`src/rtl/boot_loader_pkg.sv`:
```
// Shared constants for the boot loader: FSM state encoding, BRAM geometry and checksum width.
// The default address width matches the bram16 instance the loader writes through port B.
package boot_loader_pkg;

    localparam int BL_ADDR_WIDTH = 9;
    localparam int BL_CHK_WIDTH  = 8;
    localparam int BL_STATE_W    = 3;

    localparam logic [BL_STATE_W-1:0] BL_LEN_HI  = 3'd0;
    localparam logic [BL_STATE_W-1:0] BL_LEN_LO  = 3'd1;
    localparam logic [BL_STATE_W-1:0] BL_DATA_HI = 3'd2;
    localparam logic [BL_STATE_W-1:0] BL_DATA_LO = 3'd3;
    localparam logic [BL_STATE_W-1:0] BL_WRITE   = 3'd4;
    localparam logic [BL_STATE_W-1:0] BL_CHK     = 3'd5;
    localparam logic [BL_STATE_W-1:0] BL_DONE    = 3'd6;
    localparam logic [BL_STATE_W-1:0] BL_ERR     = 3'd7;

endpackage

```
`src/rtl/boot_word_asm.sv`:
```
// Hi/lo byte assembly registers plus running XOR checksum over accepted bytes.
// Updates on the accepting edge; no backpressure of its own, the parent gates byte_vld.
module boot_word_asm
    import boot_loader_pkg::*;
(
    input  logic                    clk,
    input  logic                    rst_n,
    input  logic                    clear,
    input  logic                    byte_vld,
    input  logic                    load_hi,
    input  logic                    load_lo,
    input  logic                    chk_en,
    input  logic [7:0]              byte_dat,
    output logic [7:0]              hi_dat,
    output logic [15:0]             word_dat,
    output logic [BL_CHK_WIDTH-1:0] chk_dat
);

    logic [7:0]              hi_q;
    logic [7:0]              lo_q;
    logic [BL_CHK_WIDTH-1:0] chk_q;

    always_ff @(posedge clk) begin
        if (!rst_n || clear) begin
            hi_q  <= '0;
            lo_q  <= '0;
            chk_q <= '0;
        end else if (byte_vld) begin
            if (load_hi) hi_q  <= byte_dat;
            if (load_lo) lo_q  <= byte_dat;
            if (chk_en)  chk_q <= chk_q ^ byte_dat;
        end
    end

    assign hi_dat   = hi_q;
    assign word_dat = {hi_q, lo_q};
    assign chk_dat  = chk_q;

endmodule

```
`src/rtl/boot_loader.sv`:
```
// Loads a length-prefixed, XOR-checksummed word image into BRAM port B, then releases the CPU.
// Lo byte -> BRAM write 1 cycle; checksum byte -> cpu_run 1 cycle; rx_ready drops in WRITE/DONE/ERR and on reload.
module boot_loader
    import boot_loader_pkg::*;
#(
    parameter int ADDR_WIDTH = BL_ADDR_WIDTH
) (
    input  logic                  clk,
    input  logic                  rst_n,
    input  logic                  reload,
    input  logic                  rx_valid,
    input  logic [7:0]            rx_data,
    output logic                  rx_ready,
    output logic                  mem_en,
    output logic                  mem_we,
    output logic [ADDR_WIDTH-1:0] mem_addr,
    output logic [15:0]           mem_din,
    output logic                  cpu_run,
    output logic                  done,
    output logic                  err
);

    localparam int LEN_W = ADDR_WIDTH + 1;
    localparam logic [16:0] DEPTH = 17'(1) << ADDR_WIDTH;

    logic [BL_STATE_W-1:0]   state;
    logic [BL_STATE_W-1:0]   state_nxt;
    logic [LEN_W-1:0]        len;
    logic [ADDR_WIDTH-1:0]   addr;
    logic                    accept;
    logic [7:0]              asm_hi;
    logic [15:0]             asm_word;
    logic [BL_CHK_WIDTH-1:0] asm_chk;
    logic [15:0]             n_full;
    logic [15:0]             len_hi_ext;
    logic                    len_oversize;
    logic                    len_zero;
    logic                    last_word;
    logic                    in_len_data;

    assign accept = rx_valid && rx_ready;

    // The length hi byte is parked in the word assembler's hi register so the
    // oversize test sees the full 16-bit count, not the truncated len.
    assign n_full       = {asm_hi, rx_data};
    assign len_hi_ext   = {rx_data, 8'h00};
    assign len_oversize = {1'b0, n_full} > DEPTH;
    assign len_zero     = (n_full == 16'h0000);
    assign last_word    = ({1'b0, addr} == (len - LEN_W'(1)));
    assign in_len_data  = (state == BL_LEN_HI) || (state == BL_LEN_LO) ||
                          (state == BL_DATA_HI) || (state == BL_DATA_LO);

    boot_word_asm u_word_asm (
        .clk      (clk),
        .rst_n    (rst_n),
        .clear    (reload),
        .byte_vld (accept),
        .load_hi  ((state == BL_LEN_HI) || (state == BL_DATA_HI)),
        .load_lo  (state == BL_DATA_LO),
        .chk_en   (in_len_data),
        .byte_dat (rx_data),
        .hi_dat   (asm_hi),
        .word_dat (asm_word),
        .chk_dat  (asm_chk)
    );

    always_ff @(posedge clk) begin
        if (!rst_n) begin
            state <= BL_LEN_HI;
        end else begin
            state <= state_nxt;
        end
    end

    always_comb begin
        state_nxt = state;
        if (reload) begin
            state_nxt = BL_LEN_HI;
        end else begin
            case (state)
                BL_LEN_HI: if (accept) state_nxt = BL_LEN_LO;
                BL_LEN_LO: begin
                    if (accept) begin
                        if (len_oversize)  state_nxt = BL_ERR;
                        else if (len_zero) state_nxt = BL_CHK;
                        else               state_nxt = BL_DATA_HI;
                    end
                end
                BL_DATA_HI: if (accept) state_nxt = BL_DATA_LO;
                BL_DATA_LO: if (accept) state_nxt = BL_WRITE;
                BL_WRITE:   state_nxt = last_word ? BL_CHK : BL_DATA_HI;
                BL_CHK: begin
                    if (accept) state_nxt = (rx_data == asm_chk) ? BL_DONE : BL_ERR;
                end
                default: state_nxt = state;
            endcase
        end
    end

    always_ff @(posedge clk) begin
        if (!rst_n || reload) begin
            len  <= '0;
            addr <= '0;
        end else begin
            if (accept && (state == BL_LEN_HI)) len <= len_hi_ext[LEN_W-1:0];
            if (accept && (state == BL_LEN_LO)) len <= n_full[LEN_W-1:0];
            // addr stops at the last word; the next load starts from reset/reload.
            if ((state == BL_WRITE) && !last_word) addr <= addr + ADDR_WIDTH'(1);
        end
    end

    always_comb begin
        rx_ready = 1'b0;
        mem_en   = 1'b0;
        mem_we   = 1'b0;
        mem_addr = addr;
        mem_din  = 16'h0000;
        cpu_run  = 1'b0;
        done     = 1'b0;
        err      = 1'b0;
        case (state)
            BL_LEN_HI, BL_LEN_LO, BL_DATA_HI, BL_DATA_LO, BL_CHK: rx_ready = !reload;
            BL_WRITE: begin
                mem_en  = 1'b1;
                mem_we  = 1'b1;
                mem_din = asm_word;
            end
            BL_DONE: begin
                cpu_run = 1'b1;
                done    = 1'b1;
            end
            BL_ERR: err = 1'b1;
            default: rx_ready = 1'b0;
        endcase
    end

endmodule

```
`config.mk`:
```
export PLATFORM = sky130hd
export DESIGN_NAME = boot_loader
export DESIGN_NICKNAME = d
export VERILOG_FILES = /design/src/rtl/boot_loader_pkg.sv /design/src/rtl/boot_word_asm.sv /design/src/rtl/boot_loader.sv
export SDC_FILE = /design/constraint.sdc
export NUM_CORES = 1
export LEC_CHECK = 0
export CORE_UTILIZATION = 57
export DETAILED_ROUTE_END_ITERATION = 16
export PLACE_DENSITY = 0.84
export SLEW_MARGIN = 25
export SYNTH_ARGS = -nofsm -noshare
export SYNTH_HDL_FRONTEND = slang
export SYNTH_SLANG_ARGS = --single-unit
```
`constraint.sdc`:
```
create_clock -name clk -period 3.98 [get_ports clk]
set_input_delay 0.796 -clock clk [delete_from_list [all_inputs] [get_ports clk]]
set_output_delay 0.796 -clock clk [all_outputs]
set_load 0.05 [all_outputs]
```
Word level (Yosys, flattened, before mapping). Cells that the tools add are included.

$add $sub $neg: 2. $lt $le $gt $ge: 1. Equal/unequal tests: 14. Muxes and demuxes: 17. Bitwise gates (word level): 2. Reductions and logical operators: 22.

Operators by type and width (number): 3-bit two-way mux (8); 10-bit two-way mux (2); 3-bit case mux with 6 select lines (1); 16-bit by 10-bit greater-than comparator with 1-bit output (second input constant) (1); 16-bit logical NOT (1); 16-bit two-way mux (1); 3-bit equality test (second input constant) (4); 9-bit by 10-bit equality test with 1-bit output (1); 2-bit inequality test (second input constant) (5); 10-bit by 1-bit subtractor with 10-bit output (second input constant) (1); 9-bit by 1-bit adder with 9-bit output (second input constant) (1); 8-bit equality test (1); 8-bit bitwise XOR (1); 3-bit by 2-bit equality test with 1-bit output (second input constant) (2); 2-bit AND reduction (3); 6-bit AND reduction (1); 6-bit nonzero test (1); 1-bit logical OR (5); 1-bit two-way mux (5); 5-bit OR reduction (1); 1-bit logical AND (4); 3-bit by 1-bit equality test with 1-bit output (second input constant) (1); 1-bit logical NOT (3); 3-bit logical NOT (1); other kinds (3) (3).

Flip-flop bits (word level): 46. Input port bits: 12. Output and inout bits: 31. Logic and storage cells: 64.

Longest topological paths before layout. Gate-level depths: netlist (run 1).

Depth after elaboration: 7. Gate-level depth with buffers: 12. Depth with buffers taken out: 9.

Hierarchy. A second synthesis (run 1) with hierarchy kept.

Cell total of the unflattened synthesis: 338. Area total of the unflattened synthesis: 2856.5 um^2.

By module, submodules not included: boot_loader (instances 1, cells an instance 212, area an instance 1676.6 um^2, sequential area each 440.4 um^2); boot_word_asm (instances 1, cells an instance 126, area an instance 1179.9 um^2, sequential area each 480.5 um^2).

Worst setup path before layout (run 1). No wires, ideal clock.

Kind: flip-flop to output port. From: register state[0]. To: output mem_din[10]. Arrival: 2.436 ns. Required time: 3.184 ns. Slack: 0.748 ns. Stages on the path, launching flop included: 9. Buffers on the path: 3. Path through: dfxtp_1 > clkbuf_1 > inv_1 > nand2_1 > or2_2 > inv_1 > clkbuf_1 > clkbuf_1 > and2_1.

Cells in the longest elaborated chain, start to end: 2.

Ends and longest elaborated chain: start: declaration (line boot_loader.sv:26) `logic [BL_STATE_W-1:0] state;`; start signal: assignment (line boot_loader.sv:71) `state <= state_nxt;`; 3-bit equality test (line boot_loader.sv:121) `case (state)`; 16-bit two-way mux (line boot_loader.sv:121); end: declaration (line boot_loader.sv:17) `output logic [15:0] mem_din,`.

No other way between the ends.

Worst setup path after layout (run 1).
From: register state[2]. To: output mem_din[15].

The elaborated chain is that of the path after synthesis.

==> results of run 1 <==
## worst max path at each step
stage	to	slack [ps]	cells past startpoint
after detailed placement	mem_din[15]	770	5
after floorplan	mem_din[10]	750	8
final	mem_din[15]	420	5
after CTS	mem_din[15]	440	5
after global routing	mem_din[11]	280	5
after global placement	mem_din[9]	770	5
## per-stage QoR
stage	setup slack, ps	area [sq um]	util (%)	total power, uW
floorplan	748	2520	-	525
global placement	768	2910	70.6	554
detailed placement	767	2910	70.6	556
CTS	439	3010	73.2	882
global route	280	3010	73.2	912
finish	423	3010	73.2	882
## cell type report
| class | instances | share of cell area (%) |
|---|---|---|
| clock buffer | 7 | 2.53 |
| clock inverter | 1 | 0.997 |
| inverter | 6 | 0.748 |
| multi-input combinational | 251 | 48.1 |
| sequential | 46 | 30.6 |
| tap | 50 | 2.08 |
| timing repair buffer | 46 | 15.0 |
## synthesized netlist by cell type (2+ instances only)
library cell,n
clkbuf_1,19
dfxtp_1,46
nor2_1,18
o31ai_1,4
buf_4,3
nand3_1,16
o21ai_0,6
and2_1,17
a21oi_1,40
or2_2,3
a31oi_1,2
mux2i_1,3
nand2_1,57
or3_1,8
nand2b_1,5
a221oi_1,2
or4_1,3
xnor2_1,11
xor2_1,15
a211oi_1,3
and3_1,3
nor4_1,5
nand4_1,4
inv_1,6
buf_6,2
nor3_1,9
ha_1,2
## kinds of logic (layout without fill, tap and decap cells)
group	count (synthesis)	count (layout)	synth area share, %
flip-flops	46	46	36.5
XOR/XNOR	26	26	9.04
adder cells (fa/ha/maj)	2	2	0.993
AO/OA/AOI/OAI	65	65	15.0
AND/OR/NAND/NOR	155	155	31.3
multiplexers	3	3	1.19
buffers and inverters	32	60	5.91
## registers in the layout, indices dropped and copies added, names as in the netlist
| name | flops |
|---|---|
| u_word_asm.hi_dat | 8 |
| u_word_asm.lo_q | 8 |
| len | 10 |
| u_word_asm.chk_dat | 8 |
| mem_addr | 9 |
| state | 3 |
## metal layers
layer / vias to the layer above / track usage, % / wire (um)
met3: 6 / 5.43 / 429
li1: 1182 / - / -
met2: 96 / 48.2 / 3040
met1: 1121 / 34.6 / 2700
met5: - / 0 / 0
met4: 0 / 7.55 / 63
## report_power, final
group	switching, uW	leakage (uW)	internal [uW]
Sequential	4.76	0.000371	465
Clock	148	0.0000524	188
Combinational	47.1	0.000615	30.0
Total	200	0.00104	683
## worst max-delay path, stage by stage (launching register included)
cell and delay, ps:
dfxtp_1 510, nand2_1 110, or2_2 380, inv_1 450, and2_1 210, clkdlybuf4s50_1 810
## cells in the final DEF, fill, tap and decap left out, types with 5 or more instances in the layout
master           Yosys  layout
and2_1              17      17
inv_1                6       6
xnor2_1             11      11
o21ai_0              6       6
xor2_1              15      15
a21oi_1             40      40
nand2b_1             5       5
clkbuf_8             0       5
nor3_1               9       9
dfxtp_1             46      46
nand2_1             57      57
nor4_1               5       5
or3_1                8       8
nor2_1              18      18
clkdlybuf4s50_1      0      42
nand3_1             16      16
==> impl.org, run 1 <==
** Status
- Run status :: finished, final reports clean

** Placement
- Final weighted congestion in routability-driven placement :: roughly 0.87
- Count of buffers inserted at the top-level ports :: between 40 and 50
- Detailed placement ended at an HPWL of 4410 um.
- Cell Count Post-Placement :: 399

** Routing
- Dividing the detail-routed via count by the number of cells gives 5.91.
- The final layout contains routed wiring with a total length of just over 6000 um.
- The final route contains ~2400 vias.
- Number of violations reported at the end of detailed-routing iteration 0 :: around 150
- After detailed routing, the number of remaining DRC violations is 0.
- Dividing the detail-routed wire length by the instance count gives 15.3 um.
- The pre-antenna-repair detailed-routing pass consisted of 5 iterations.
- In this run the remaining antenna-violating nets after routing total 0.

** Clock tree
- Once the clock tree was built, the resizer swapped 0 gates to a different size.
- CTS H-tree depth :: 2
- Skew-Pair Late Insertion Delay :: about 290 ps
- Hold bufs inserted after CTS :: 0
- In this run the clock root is driven by a clkbuf_8.
- In this run the deepest clock path goes through 2 buffers.
- CTS saw 46 sinks.
- Post-CTS Repair Setup Buffers :: 0
- Clock transition time at the flip-flop clock pins of the worst setup and hold paths :: 80 ps
- TritonCTS built the clock tree.
- The number of clock buffers added by TritonCTS is 5.

** Critical path
- The worst setup path is launched from a flop.
- Data on the critical path arrives at its endpoint at 2760 ps.
- Endpoint type of the worst setup path :: output pin
- Required time of the worst setup path :: 3180 ps
- The worst register-to-register path begins at len[0].
- Setup crit start :: state[2]
- In this run the worst path has a maximum fanout of 23.
- In this run the critical register-to-register path is captured at mem_addr[7].
- Number of cells traversed by the worst register-to-register path :: 8
- Across all register-to-register paths, the minimum setup slack is 1540 ps.
- Critical path class :: reg2out

** Layout
- Share of post-route cells with drive strength above 1 :: 5.32%
- Summing all multi-input logic gate instances after layout gives 1450 sq um.
- The net count of the finished layout is 370.
- Combined flip-flop and latch cell area :: about 920 sq um
- The layout has 344 filler cells.
- Number of antenna cells inserted :: 0
- Area Overhead vs Synth :: 19.6%
- The count of cells in the finished layout, fillers not included, comes to 407.

** Floorplanning
- The die is 68.5 um tall.
- Floorplan core area :: 4120 sq um
- Die width :: 68.5 um
- Pin placement for this block handled 43 I/O pins.
- After floorplanning, the core was divided into 23 placement rows.
- Effective utilization at floorplan :: a little over 60%
- Die Outline Area :: 4690 sq um

** Synth
- Top cell type by total area after synthesis :: dfxtp_1
- Syn_nets :: 343
- Total of flip-flops plus latches after synthesis :: 46
- Counting distinct cell types in the post-synthesis netlist gives between 40 and 50.
- Area share of the largest cell type after synthesis :: between 30% and 40%
- After synthesis, flip-flops and latches occupy around 37% of the total area.
- Flip-flop cell with the highest count after synthesis :: dfxtp_1
- Dominant cells by area after synthesis :: dfxtp_1 37%, nand2_1 8.5%, a21oi_1 7.9%, xor2_1 5.2%, and2_1 4.2%
- A synthesized cell averages 7.66 sq um.
- Synthesis produced 329 cells.
- Summing every instance area after synthesis gives ~2500 sq um.
- In this run, synthesis inferred 0 flip-flops with an integrated enable.
- The Yosys step of the flow raised 0 warnings.
- Counting flops with an async set or reset pin after synthesis yields a share of 0%.

** STA
- Final cycle utilization of the critical path :: between 80% and 90%
- Across all hold checks on the routed design, the worst slack comes to 452 ps.
- Sum of negative setup slack :: 0 ps
- Minimum clock period :: about 3600 ps
- Unrepaired setup endpoints after global routing :: false
- Highest clock frequency the design can meet :: 0.281 GHz
- For the pin with the worst max-slew slack, the measured transition is slightly above 800 ps.
- Between clock sinks in the finished design, the worst skew comes to 6.20 ps.
- Hold violation count in the final report :: 0
- Setup violations remaining at the end of the flow were counted as 0.
- Headroom to the max-slew limit came out at 44.7%.
- The number of pins with negative max-slew slack in the final report is 0.

** Power
- Maximum VDD drop :: 0.266 mV
- For this design the ratio of total power to cell area is 293 nW/um^2.
- Summed over all cells, the static leakage comes to 0.00104 uW.

** Job
- Across the run, the number of max-cap violations was 0.

** Global routing
- Global routing used 27.7% of the available tracks across all layers.
- Total overflow reported by the global router :: 0
- Largest net degree at the start of global routing :: 25
- Via count of the first global-routing pass :: about 2100
- The initial antenna violation count came to 0.
- The first global-routing pass estimated 9630 um of wire.

** Worst hold path
- End point of the most critical hold path :: u_word_asm.lo_q[0]
- Kind of path behind the tightest hold check :: reg2reg
- Along the worst hold path, the cell count comes to 2.
- Beginning of the worst hold path :: u_word_asm.lo_q[0]
Power figures use the tool's default switching activity.
==> run 2, diff against run 1 <==
- CORE_MARGIN: not set -> 2
- SKIP_LAST_GASP: not set -> 1
==> run 2 against run 1 <==
Compared with the run above:
- fmax fell by 1.4%
- global-route usage fell by 1.7 points
- clock power fell by 20%
- sequential cell count did not move
- sequential power barely moved
- non-clock buffer count rose by 1
- worst setup slack got worse by 49 ps
- core utilization fell by 3.5 points
- register-to-register slack barely moved
- die area rose by 5.9%
- design area fell by 0.58%
- critical endpoint is now mem_din[10]
- largest cell class unchanged
- largest power group unchanged
==> impl.org, run 2 (same netlist as run 1, synthesis figures left out) <==
** Routing
- Post-route ant nets :: 0
- After the first detailed-routing iteration, the DRC count stood at approximately 160.
- Via count :: 2375
- Dividing the detail-routed wire length by the instance count gives 15.0 um.
- DRT Wirelength :: 6120 um
- Detailed-route DRC error count :: 0
- In the routed layout, each cell is associated on average with a via count of ~5.8.
- Number of iterations in the first detailed-routing pass :: 4

** STA
- Dividing the final minimum period by the clock period gives 90.6%.
- Headroom to the max-slew limit came out at 45.1%.
- Setup violations remaining at the end of the flow were counted as 0.
- Clock tree skew after final layout :: 8.37 ps
- For the pin with the worst max-slew slack, the measured transition is 818 ps.
- Worst Hold Slack :: 455 ps
- The hold violation total from the final report was 0.
- The worst path in the final design needs a cycle of 3610 ps, including I/O delays and setup.
- Final count of pins violating max slew :: 0
- Unrepaired setup endpoints after global routing :: false
- Sum of negative setup slack :: 0 ps
- Highest clock frequency the design can meet :: 0.277 GHz

** Critical path
- In this run the worst path has a maximum fanout of 23.
- Levels on crit path :: 5
- For this design, the slowest cell found on the critical path is clkdlybuf4s50_1.
- Cell family contributing the most delay on the critical path :: buffers and inverters
- Measured in cells, the most critical reg-to-reg path has a length of 8.
- The worst register-to-register path begins at len[0].
- At the worst endpoint, the arrival time is between 2000 and 3000 ps.
- Setup crit start :: state[2]
- Critical path class :: reg2out
- Critical path, cell by cell :: nand2_1 -> or2_2 -> inv_1 -> and2_1 -> clkdlybuf4s50_1
- On the worst path, the slowest cell contributes a delay of ~810 ps.
- Count of buffering cells on the critical path with inverters included :: 2
- STA classifies the critical path startpoint as a flop.
- For the worst setup path, the data required time is between 3000 and 4000 ps.
- The worst setup path is captured at an output pin.

** Global routing
- Total overflow reported by the global router :: 0
- Wire length of the first global-routing pass :: 10400 um
- Global router's overall resource usage :: 26.0%
- Antenna violations before repair :: 0
- Via count of the first global-routing pass :: roughly 2200
- Entering global routing, the biggest net connects 25 pins.

** Placement
- Once detailed placement completed, the half-perimeter wirelength came to 4370 um.
- Post-place instance area :: 2920 sq um
- During placement, the flow inserted port buffers numbering 42.
- The congestion estimate from routability-driven global placement came to 0.909.

** Clock tree
- The clock reaches the later pin of the worst-skew pair after 300 ps.
- Post-CTS repair changed the size of 0 cells.
- TritonCTS built the clock tree.
- Clock root buffer :: clkbuf_8
- CTS H-tree depth :: 2
- After clock tree synthesis, the clock-pin slew on the worst setup and hold paths is 80 ps.
- Hold bufs inserted after CTS :: 0
- CTS saw 46 sinks.
- Post-CTS timing repair inserted 0 buffers for setup.
- CTS buffer count :: 5
- Maximum count of clock buffers along a single path :: 2

** Layout
- Area Overhead vs Synth :: 18.9%
- Final net count :: 371
- The register with the most flip-flops in the layout has 10 of them.
- Post-Route Utilization :: between 60% and 70%
- Most used cells in the layout excluding fill and tap cells :: 57 x nand2_1, 46 x dfxtp_1, 42 x clkdlybuf4s50_1, 40 x a21oi_1, 18 x nor2_1
- Fill cells in the final layout number roughly 370.
- Leaving out fill and tap cells, the most frequent cell in the layout is nand2_1.
- Number of antenna cells inserted :: 0
- After routing the design area is 3000 sq um.
- The post-route netlist has 5.88% of its cells at a drive strength greater than 1.
- Reg with most FFs :: len

** Worst hold path
- Beginning of the worst hold path :: u_word_asm.lo_q[5]
- Count of cells along the worst hold path :: 2
- The worst hold path belongs to the class reg2reg.

** Floorplanning
- The floorplan step defined a core boundary enclosing 4290 sq um.
- For this design the top-level I/O count stands at 43.
- For this configuration, the core starts out at a cell density of 58.7%.
- The die is ~70 um tall.
- The die is about 70 um wide.
- Std-Cell Rows :: 24
- Die Outline Area :: between 4000 and 5000 sq um

** Power
- Power density over cell area :: roughly 270 nW/um^2
- The worst-case IR drop observed on VDD is 0.224 mV.
- The analysis attributes to cell leakage a power of 0.00104 uW.

** Status
- Run status :: finished, final reports clean

** Job
- The tool flagged a number of max-cap violations equal to 0.
## run 2: cell types whose count changed in the layout (fill, tap and decap cells not counted)
cell,previous run,this run
buf_4,4,5
bufinv_16,1,0
clkbuf_1,2,0
clkinv_2,0,2
## run 2: worst register-to-register path, cell delays in order, from the launching register on
cell and delay (ps):
dfxtp_1 430, inv_1 70, ha_1 310, and4b_2 280, a2111oi_2 320, a21oi_1 70, and4_4 250, or4_1 480
a21oi_1 160
## run 2: cell type report
cell class	count	area, sq um	area share, %
clock buffer	5	68.8	2.30
clock inverter	2	10.0	0.334
inverter	6	22.5	0.752
timing repair buffer	47	458	15.3
sequential	46	921	30.7
multi-input combinational	251	1450	48.4
tap	52	65.1	2.17
## run 2: final timing paths
| kind | slack (ps) | to |
|---|---|---|
| worst max-delay path | 370 | mem_din[10] |
| worst min-delay path | 460 | u_word_asm.lo_q[5] |
| worst max register to register | 1550 | mem_addr[7] |
| worst min register to register | 460 | u_word_asm.lo_q[5] |
## run 2: power by group
group / switching (uW) / internal (uW)
clock: 150 / 118
combinational: 46.6 / 30.6
sequential: 4.65 / 465
## run 2: through the flow
stage | worst slack (ps) | instances | power, uW
floorplan | 748 | 329 | 525
global placement | 785 | 402 | 555
detailed placement | 748 | 402 | 556
CTS | 414 | 409 | 816
global route | 228 | 409 | 842
finish | 374 | 409 | 815
## run 2: metal layers
metal | global-route usage (%) | part of all wire [%] | vias to the layer above
met5 | 0 | 0 | -
met4 | 11.5 | 2.4 | 0
met3 | 3.46 | 5.9 | 16
met2 | 42.9 | 48 | 86
met1 | 33.9 | 43 | 1091
li1 | - | - | 1182
